$ cat src/rtl/serial_frame_rx.sv
// Serial frame deserializer: hunts for the SFD nibble, assembles 16-bit frames and queues them in a show-ahead FIFO.
// Optional DST filtering is compiled in with `define SERIAL_FRAME_RX_ADDR_FILTER_EN.
module serial_frame_rx #(
  parameter logic [3:0] MAC_ADDRESS = 4'hA,
  parameter int         FIFO_DEPTH  = 4,
  parameter int         CNT_W       = 8
) (
  input  logic                          clk,
  input  logic                          rst,
  input  logic                          rx_bit,
  output logic [15:0]                   frame_out,
  output logic                          frame_valid,
  input  logic                          frame_ready,
  output logic [$clog2(FIFO_DEPTH):0]   fifo_count,
  output logic [CNT_W-1:0]              frame_cnt,
  output logic [CNT_W-1:0]              drop_cnt,
  output logic                          dbg_state
);

  localparam int             PW       = $clog2(FIFO_DEPTH);
  localparam logic [3:0]     SFD      = 4'b0101;
  localparam logic           HUNT     = 1'b0;
  localparam logic           CAPTURE  = 1'b1;
  localparam logic [PW:0]    FULL_CNT = (PW+1)'(FIFO_DEPTH);

  logic             state;
  logic [3:0]       win;
  logic [15:0]      shreg;
  logic [3:0]       bit_cnt;
  logic [15:0]      mem [FIFO_DEPTH];
  logic [PW-1:0]    wr_ptr;
  logic [PW-1:0]    rd_ptr;
  logic [PW:0]      count;

  logic [3:0]       win_next;
  logic             frame_done;
  logic [15:0]      frame_new;
  logic             addr_ok;
  logic             pop;
  logic             full;
  logic             push_ok;
  logic             push_drop;
  logic             unused_stale_bit;

  assign win_next   = {win[2:0], rx_bit};
  assign frame_done = (state == CAPTURE) && (bit_cnt == 4'd11);
  // shreg[11] still holds a pre-frame bit on the last capture cycle; the live bit comes from rx_bit.
  assign frame_new  = {shreg[15:12], shreg[10:0], rx_bit};
  assign unused_stale_bit = shreg[11];

`ifdef SERIAL_FRAME_RX_ADDR_FILTER_EN
  assign addr_ok = (frame_new[11:8] == MAC_ADDRESS) || (frame_new[11:8] == 4'hF);
`else
  logic unused_mac;
  assign unused_mac = ^MAC_ADDRESS;
  assign addr_ok    = 1'b1;
`endif

  // Handshake: a frame transfers on each rising edge where frame_valid && frame_ready;
  // frame_valid depends only on stored occupancy, never on frame_ready.
  assign pop       = (count != '0) && frame_ready;
  assign full      = (count == FULL_CNT);
  assign push_ok   = frame_done && addr_ok && (!full || pop);
  assign push_drop = frame_done && addr_ok && full && !pop;

  always_ff @(posedge clk or posedge rst) begin
    if (rst) begin
      state   <= HUNT;
      win     <= '0;
      shreg   <= '0;
      bit_cnt <= '0;
    end else if (state == HUNT) begin
      win <= win_next;
      if (win_next == SFD) begin
        state         <= CAPTURE;
        bit_cnt       <= '0;
        shreg[15:12]  <= SFD;
      end
    end else begin
      shreg[11:0] <= {shreg[10:0], rx_bit};
      bit_cnt     <= bit_cnt + 4'd1;
      if (frame_done) begin
        state <= HUNT;
        win   <= '0;
      end
    end
  end

  // Writing the slot being popped is safe when full: the old head leaves on the same edge.
  always_ff @(posedge clk or posedge rst) begin
    if (rst) begin
      for (int i = 0; i < FIFO_DEPTH; i++) mem[i] <= '0;
      wr_ptr <= '0;
      rd_ptr <= '0;
      count  <= '0;
    end else begin
      if (push_ok) begin
        mem[wr_ptr] <= frame_new;
        wr_ptr      <= wr_ptr + PW'(1);
      end
      if (pop) rd_ptr <= rd_ptr + PW'(1);
      case ({push_ok, pop})
        2'b10:   count <= count + (PW+1)'(1);
        2'b01:   count <= count - (PW+1)'(1);
        default: count <= count;
      endcase
    end
  end

  always_ff @(posedge clk or posedge rst) begin
    if (rst) begin
      frame_cnt <= '0;
      drop_cnt  <= '0;
    end else begin
      if (push_ok && (frame_cnt != '1)) frame_cnt <= frame_cnt + CNT_W'(1);
      if (push_drop && (drop_cnt != '1)) drop_cnt <= drop_cnt + CNT_W'(1);
    end
  end

  assign frame_out   = mem[rd_ptr];
  assign frame_valid = (count != '0);
  assign fifo_count  = count;
  assign dbg_state   = state;

endmodule

$ cat config.mk
export PLATFORM = sky130hd
export DESIGN_NAME = serial_frame_rx
export DESIGN_NICKNAME = d
export VERILOG_FILES = /design/src/rtl/serial_frame_rx.sv
export SDC_FILE = /design/constraint.sdc
export NUM_CORES = 1
export LEC_CHECK = 0
export CORE_AREA = 2 2 92 94
export DETAILED_ROUTE_END_ITERATION = 6
export DIE_AREA = 0 0 94 96
export PLACE_DENSITY = 0.86
export SYNTH_ARGS = -nofsm -noshare
export SYNTH_HDL_FRONTEND = slang
export SYNTH_SLANG_ARGS = --single-unit
$ cat constraint.sdc
create_clock -name clk -period 3.65 [get_ports clk]
set_clock_uncertainty 0.05 [all_clocks]
set_input_delay 0.365 -clock clk [delete_from_list [all_inputs] [get_ports clk]]
set_output_delay 0.365 -clock clk [all_outputs]
set_load 0.02 [all_outputs]
Word-level counts from Yosys, hierarchy flattened
Index checks and enable logic that the tools add are counted.
Cells by class
  add/subtract/negate cells: 7
  $lt $le $gt $ge: 3
  equality and inequality tests: 8
  mux-type cells: 14
  bitwise operators: 3
  reductions and logical operators: 15
Operators with widths (number)
  bitwise mux 64 bit: 1
  2-to-1 mux 16 bit: 3
  binary-select mux 16 bit (select 2 bit): 1
  demux 16 bit (select 2 bit): 1
  adder 8 x 1 -> 8 bit (second input constant): 2
  inequality test 8 bit (second input constant): 2
  logical AND 1 bit: 8
  2-to-1 mux 4 bit: 2
  >= comparator 3 bit (second input constant): 2
  2-to-1 mux 3 bit: 2
  NOT 2 -> 3 bit: 2
  case mux 3 bit (2 select lines): 1
  adder 2 x 1 -> 2 bit (second input constant): 2
  adder 4 x 1 -> 4 bit (second input constant): 1
  == test 4 x 3 -> 1 bit (second input constant): 1
  == test 4 bit (second input constant): 1
  nonzero test 2 bit: 2
  adder 3 x 1 -> 3 bit (second input constant): 1
  == test 3 bit (second input constant): 1
  < comparator 3 x 1 -> 1 bit (second input constant): 1
  2-to-1 mux 1 bit: 3
  nonzero test 3 bit: 1
  subtractor 3 x 1 -> 3 bit (second input constant): 1
  == test 2 x 1 -> 1 bit (second input constant): 1
  other kinds (6): 7
Word-level totals
  register bits: 107
  input port bits: 4
  output and inout bits: 37

Depth between registers and ports, before layout
  word-level depth: 6
  depth in mapped cells: 11
  gate-level depth less buffers: 10

Worst setup path before layout
OpenSTA, ideal clock, no wires.
  path type: flip-flop to flip-flop
  from: register count[0] (netlist: fifo_count[0])
  to: register count[2] (netlist: fifo_count[2])
  setup time: 80 ps
  data arrival time: 2363 ps
  data required time: 3520 ps
  setup slack: 1158 ps
  cell stages (with the launch flop): 11
  path buffers: 1
  period minus slack after synthesis: 2492 ps
  path through: dfrtp_1 or4b_4 and3_4 buf_12 inv_1 ha_1 inv_1 fa_1 xor2_1 nor2_1 xor2_1
Between the ends
  word-level cells in the longest chain between the ends: 6
RTL lines
  start: declaration: line 33  | logic [PW:0] count;
  start signal: assignment: line 103  | 2'b10: count <= count + (PW+1)'(1);
  start signal: assignment: line 104  | 2'b01: count <= count - (PW+1)'(1);
  start signal: assignment: line 105  | default: count <= count;
  == test 3 bit or nonzero test 3 bit (tied branches): line 62, 61
  logical NOT 1 bit or logical AND 1 bit (tied branches): line 63, 61
  logical OR 1 bit: line 63  | assign push_ok = frame_done && addr_ok && (!full || pop);
  logical AND 1 bit: line 63
  == test 2 x 1 -> 1 bit or == test 2 bit (tied branches): line 102  | case ({push_ok, pop})
  case mux 3 bit (2 select lines) or nonzero test 2 bit (tied branches)
Several ways; a longest one is shown, not always the timed one.
A chain may end at the register's enable or synchronous reset.

Final worst setup path
  from: register rd_ptr[1]
  to: output port frame_out[1]
Between the ends
  word-level cells in the longest chain between the ends: 4
RTL lines
  start: declaration: line 32  | logic [PW-1:0] rd_ptr;
  start signal: assignment: line 101  | if (pop) rd_ptr <= rd_ptr + PW'(1);
  NOT 2 -> 3 bit (implied by the code): line 120  | assign frame_out = mem[rd_ptr];
  binary-select mux 16 bit (select 2 bit): line 120
  2-to-1 mux 16 bit (implied by the code) (2 in a row): line 120
  end: declaration: line 11  | output logic [15:0] frame_out,
Every way passes these cells. The select of a mux whose other input is x is not followed.

==> flow_metrics.env <==
export IMPL_first_global_vias=2605
export IMPL_relSlewSlack=0.346
export IMPL_htree_levels=3
export IMPL_cp_max_fo=14
export IMPL_cts_buffer_depth=2
export IMPL_die_h_um=96
export IMPL_path_cells="mux4_2, clkdlybuf4s50_1"
export IMPL_utilization=0.629
export IMPL_drc_errors=0
export IMPL_cp_slowest_stage_delay_ps=920
export IMPL_placementRows=33
export IMPL_layout_drive_gt1_share=0.324
export IMPL_slew_violations=0
export IMPL_initial_core_util=0.555
export IMPL_grt_usage=0.203
export IMPL_insertion_delay_ps=360
export IMPL_regToRegStartpoint="fifo_count[0]$_DFFE_PP0P_"
export IMPL_hold_viol=0
export IMPL_die_w_um=94
export IMPL_firstDrtPassIters=4
export IMPL_start_kind="flip-flop"
export IMPL_gp_congestion=0.698
export IMPL_clock_sinks=95
export IMPL_cts_hold_buffers=0
export IMPL_cts_repair_resized=0
export IMPL_cts_tree="yes"
export IMPL_tightest_slew_ps=967
export IMPL_arrival_ps=2450
export IMPL_wl_per_cell_um=18.1
export IMPL_synth_edf_count=0
export IMPL_layout_worst_path_cycle_share=0.784
export IMPL_p_per_area_nw_per_um2=748
export IMPL_postCtsSetupBuffers=0
export IMPL_synthArstFlopShare=1.00
export IMPL_pin_count=41
export IMPL_worstPathRequired_ps=3230
export IMPL_post_dp_hpwl_mm=5.07
export IMPL_synth_ff_latch_count=95
export IMPL_final_common_cell="dfrtp_1"
export IMPL_final_cell_mix="dfrtp_1, mux2_4, clkdlybuf4s50_1"
export IMPL_grt_antenna_before_repair=0
export IMPL_yosysWarningCount=0
export IMPL_synth_cell_types=36
export IMPL_synth_avg_cell_area_um2=15.5
export IMPL_nFillCells=594
export IMPL_cp_end_kind="output pin"
export IMPL_overflow=0
export IMPL_synth_ff_type="dfrtp_1"
export IMPL_syn_to_final_growth_pct=13.4
export IMPL_worst_r2r_endpoint="fifo_count[2]$_DFFE_PP0P_"
export IMPL_vias=2413
export IMPL_cts_buffers=9
export IMPL_r2r_slack_ps=1170
export IMPL_maxCapViolCount=0
export IMPL_port_buffer_count=38
export IMPL_p_leak_nw=2.42
export IMPL_hp_class="input port to asynchronous set/reset pin"
export IMPL_cts_root_buf="clkbuf_8"
export IMPL_antenna_cells=0
export IMPL_crit_path_top_delay_cell="dfrtp_1"
export IMPL_syn_inst=289
export IMPL_clkTransAtPathRegs_ps=90
export IMPL_worst_ir_drop_vdd_mv=0.455
export IMPL_num_nets_final=338
export IMPL_via_per_inst=5.55
export IMPL_outcome="finished, final reports clean"
export IMPL_fin_setup_tns_ps=0
export IMPL_core_um2=8050
export IMPL_layout_min_cycle_time_ps=2860
export IMPL_synth_seq_area_share=0.532
export IMPL_grt_pass1_wl_mm=13.6
export IMPL_route_antenna_remaining_nets=0
export IMPL_synth_area_um2=4470
export IMPL_grt_max_degree=52
export IMPL_setup_viol=0
export IMPL_drt_initial_drc_count=80
export IMPL_finalWirelength_mm=7.89
export IMPL_worstSetupPathType="flip-flop to output pin"
export IMPL_rsz0062_at_grt="false"
export IMPL_max_clock_freq_mhz=349
export IMPL_reg2regPathDepth=9
export IMPL_die_area_um2=9020
cell usage after synthesis (all sizes together), types with 3 or more instances:
| library cell | n | share of area |
|---|---|---|
| inv | 11 | 0.0092 |
| nor3 | 4 | 0.0045 |
| xor2 | 10 | 0.020 |
| ha | 8 | 0.022 |
| mux2 | 65 | 0.20 |
| mux4 | 13 | 0.066 |
| dfrtp | 95 | 0.53 |
| xnor2 | 12 | 0.024 |
| clkbuf | 7 | 0.0059 |
| nand3 | 6 | 0.0067 |
| nand2 | 11 | 0.024 |
| and3 | 3 | 0.0053 |
| buf | 9 | 0.029 |
| nand4 | 7 | 0.0098 |
| o21ai | 4 | 0.0045 |
| nor2 | 6 | 0.0050 |
critical path, delay by kind of cell (launching register included):
kind	cells	cell delay [ps]
buffers and inverters	1	560
flip-flops	1	920
multiplexers	1	620
logic make-up (layout without fill, tap and decap cells):
| family | count (synthesis) | after routing | synth area share |
|---|---|---|---|
| adders and majority gates | 9 | 9 | 0.0269 |
| AOI/OAI and AO/OA | 8 | 8 | 0.0126 |
| buffers and inverters | 27 | 67 | 0.0437 |
| DFF | 95 | 95 | 0.532 |
| xor gates and xnor gates | 22 | 22 | 0.0431 |
| muxes | 80 | 80 | 0.267 |
| other | 1 | 2 | 0.000839 |
| and+or+nand+nor | 47 | 47 | 0.0736 |
through the flow:
stage	cell area, um^2	power [W]	setup slack (ps)	cells	hold WS [ps]
after floorplan	4470	0.00267	758	290	422
after global placement	4860	0.00302	895	419	434
after detailed placement	4860	0.00311	845	419	441
after CTS	5070	0.00383	719	435	457
after global routing	5070	0.00402	633	435	476
final	5070	0.00379	787	435	436
area by class of cell:
| class | count | area [um^2] | share of cell area |
|---|---|---|---|
| sequential | 95 | 2380 | 0.469 |
| clock buffer | 11 | 151 | 0.0299 |
| tap | 105 | 131 | 0.0259 |
| multi-input combinational | 168 | 1900 | 0.375 |
| timing repair buffer | 40 | 408 | 0.0805 |
| clock inverter | 5 | 56.3 | 0.0111 |
| inverter | 11 | 42.5 | 0.00840 |
sequential cells by signal, indices dropped and copies added (netlist names), 3 cells and up:
name / count
mem: 52
shreg: 12
drop_cnt: 8
frame_cnt: 8
bit_cnt: 4
fifo_count: 3
win: 3
report_power, final:
group	switching (W)	internal (W)	total, W
logic	0.000518	0.000779	0.00130
clock network	0.000355	0.000353	0.000708
registers	0.000387	0.00140	0.00179
worst max path at each step:
stage                     startpoint                   endpoint  cells after the start
2_1_floorplan                    rst     bit_cnt[0]$_DFFE_PP0P_                      1
3_3_place_gp             frame_ready  fifo_count[2]$_DFFE_PP0P_                     10
3_5_place_dp             frame_ready  fifo_count[2]$_DFFE_PP0P_                     10
4_1_cts        rd_ptr[1]$_DFFE_PP0P_               frame_out[1]                      2
5_1_grt        rd_ptr[1]$_DFFE_PP0P_               frame_out[1]                      2
6_report       rd_ptr[1]$_DFFE_PP0P_               frame_out[1]                      2
routing by layer:
layer  global-route usage  wire length (um)  vias to the layer above
met2                0.315              3760                       46
met1                0.275              3730                     1265
li1                     -                 -                     1090
met4               0.0700               139                        0
met3               0.0611               260                       12
met5                    0                 0                        -
Note: power is estimated with default switching activity, not from simulation.
==> variant (config.mk and constraints unchanged) <==
Make the reset (`rst`) synchronous in 3 clocked blocks.
--- a/src/rtl/serial_frame_rx.sv
+++ b/src/rtl/serial_frame_rx.sv
@@ -63,7 +63,7 @@
   assign push_ok   = frame_done && addr_ok && (!full || pop);
   assign push_drop = frame_done && addr_ok && full && !pop;
 
-  always_ff @(posedge clk or posedge rst) begin
+  always_ff @(posedge clk) begin
     if (rst) begin
       state   <= HUNT;
       win     <= '0;
@@ -87,7 +87,7 @@
   end
 
   // Writing the slot being popped is safe when full: the old head leaves on the same edge.
-  always_ff @(posedge clk or posedge rst) begin
+  always_ff @(posedge clk) begin
     if (rst) begin
       for (int i = 0; i < FIFO_DEPTH; i++) mem[i] <= '0;
       wr_ptr <= '0;
@@ -107,7 +107,7 @@
     end
   end
 
-  always_ff @(posedge clk or posedge rst) begin
+  always_ff @(posedge clk) begin
     if (rst) begin
       frame_cnt <= '0;
       drop_cnt  <= '0;
Formal check against the unedited RTL: differs if rst is asserted again (counterexample within 4 cycles, from zero or initial values and one cycle with rst high); with rst held inactive, the same outputs for 10 cycles.
==> variant against the unedited design <==
Routed wire length down 5.5%; final area down 2.5%; synthesized cell count up 19%; synthesized area down 4.2%; worst setup slack better by 36 ps; sequential cell count up 2; critical path type unchanged; largest cell class unchanged.
Power is not compared: it rests on default switching activity, and its combinational part moved more than twofold at a synthesized area within 25%.
==> variant: results (changes against the unedited design) <==
GPL Wtd Cong=0.748 (+7.2%); CP Max Fanout=13 (-1); total track usage=18.0% (-2.3 points); met1 Track Usage GR=24.2% (-3.3 points); Static Leak=1.75 nW; 1st-iter DRT viols=193 (+140%); status=complete, no violations; synth cell count leaders=and2_1 (52), edfxtp_1 (52), dfxtp_1 (45), nor2_1 (32), a21oi_1 (16); Yosys cell types=49 (+36%); Seq/Total Area, Yosys=57.5% (+4.3 points); Tightest Hold Check Type=reg2reg; drt pass-1 iters=5 (+1); HPWL after detailed placement=5040 um (-0.63%); clk sinks=97 (+2.1%); vias in the first global route=2,586 (-0.73%); Top Registers=mem x52, shreg x12; placed cell count=473 (+13%); GRT met3 Usage=3.68% (-2.4 points); global-route wire length before repair=12,500 um (-8.2%); DR vias=2,708 (+12%); fin. max-slew vios=0 (unchanged); number of synthesized flops with an enable pin=52 (+52); fraction of registers with async set/reset=0% (-100 points); nets@finish=387 (+14%); synth top area cells=edfxtp_1 (36%), dfxtp_1 (21%), and2_1 (7.6%), mux4_2 (6.8%), mux2i_1 (3.0%); WP data arrival=2410 ps (-40 ps); final wirelength=7450 um (-5.5%); Max Buffers Root-to-Sink=2 (unchanged); Synth Flop Type=edfxtp_1; CP peak stage delay=890 ps (-30 ps); CTS clock-pin slew for the worst setup and hold paths=90 ps (about the same); port bufs=38 (unchanged); area post-placement=4740 um^2 (-2.5%); worst relative slew slack=43.3% (+8.7 points); largest net degree at the start of global routing=51 (-1.9%); worst slack, placed=776 ps (-69.4 ps); vias per inst=5.54 (-0.17%); Mapped Cells=344 (+19%); share of cells above drive strength 1=12.5% (-20 points); synth warn=0 (unchanged); initial antenna violation count=0 (unchanged); met2 Resource Use GR=28.7% (-2.8 points); CP max-delay cell=dfxtp_1
-- variant: cell types whose count changed after synthesis, sizes merged, moves of 26 or more --
cell	change
dfrtp	-95
edfxtp	+52
mux2	-62
dfxtp	+45
and2	+51
nor2	+26
-- variant: cell type report --
cell class	count	area, um^2
Tap cell	105	131
Sequential cell	97	2460
Clock inverter	7	76.3
Fill cell	621	3110
Timing Repair Buffer	42	410
Inverter	4	15.0
Clock buffer	9	124
Multi-Input combinational cell	225	1720
-- variant: metal layers --
metal	up-vias	part of all wire, %	wire, um
li1	1315	-	-
met1	1316	45	3320
met2	68	49	3660
met3	9	4.8	359
met4	0	1.5	109
met5	-	0	0
-- variant: logic make-up after synthesis --
| family | Yosys count | synth area share [%] |
|---|---|---|
| xor gates and xnor gates | 9 | 1.84 |
| buffers and inverters | 23 | 2.42 |
| and+or+nand+nor | 140 | 19.3 |
| adders and majority gates | 4 | 1.34 |
| AOI/OAI and AO/OA | 41 | 6.90 |
| DFF | 97 | 57.5 |
| muxes | 29 | 10.7 |
| other | 1 | 0.0876 |
-- variant: worst min-delay path: stages (launching register included) --
cell and delay, ps:
dfxtp_1 320, nand2_1 50, a21oi_1 50
-- variant: where the power goes --
part | internal, mW | switching (mW) | total, mW
clock network | 0.321 | 0.379 | 0.700
logic | 0.0284 | 0.0426 | 0.0710
registers | 1.17 | 0.00831 | 1.18
total | 1.52 | 0.430 | 1.95
-- variant: final timing paths --
path	endpoint	slack, ps	cells past startpoint	from
max	frame_out[12]	820	2	flop
min	win[2]	410	2	win[2]
max reg2reg	mem[0][2]	1040	6	bit_cnt[0]
min reg2reg	win[2]	410	2	win[2]
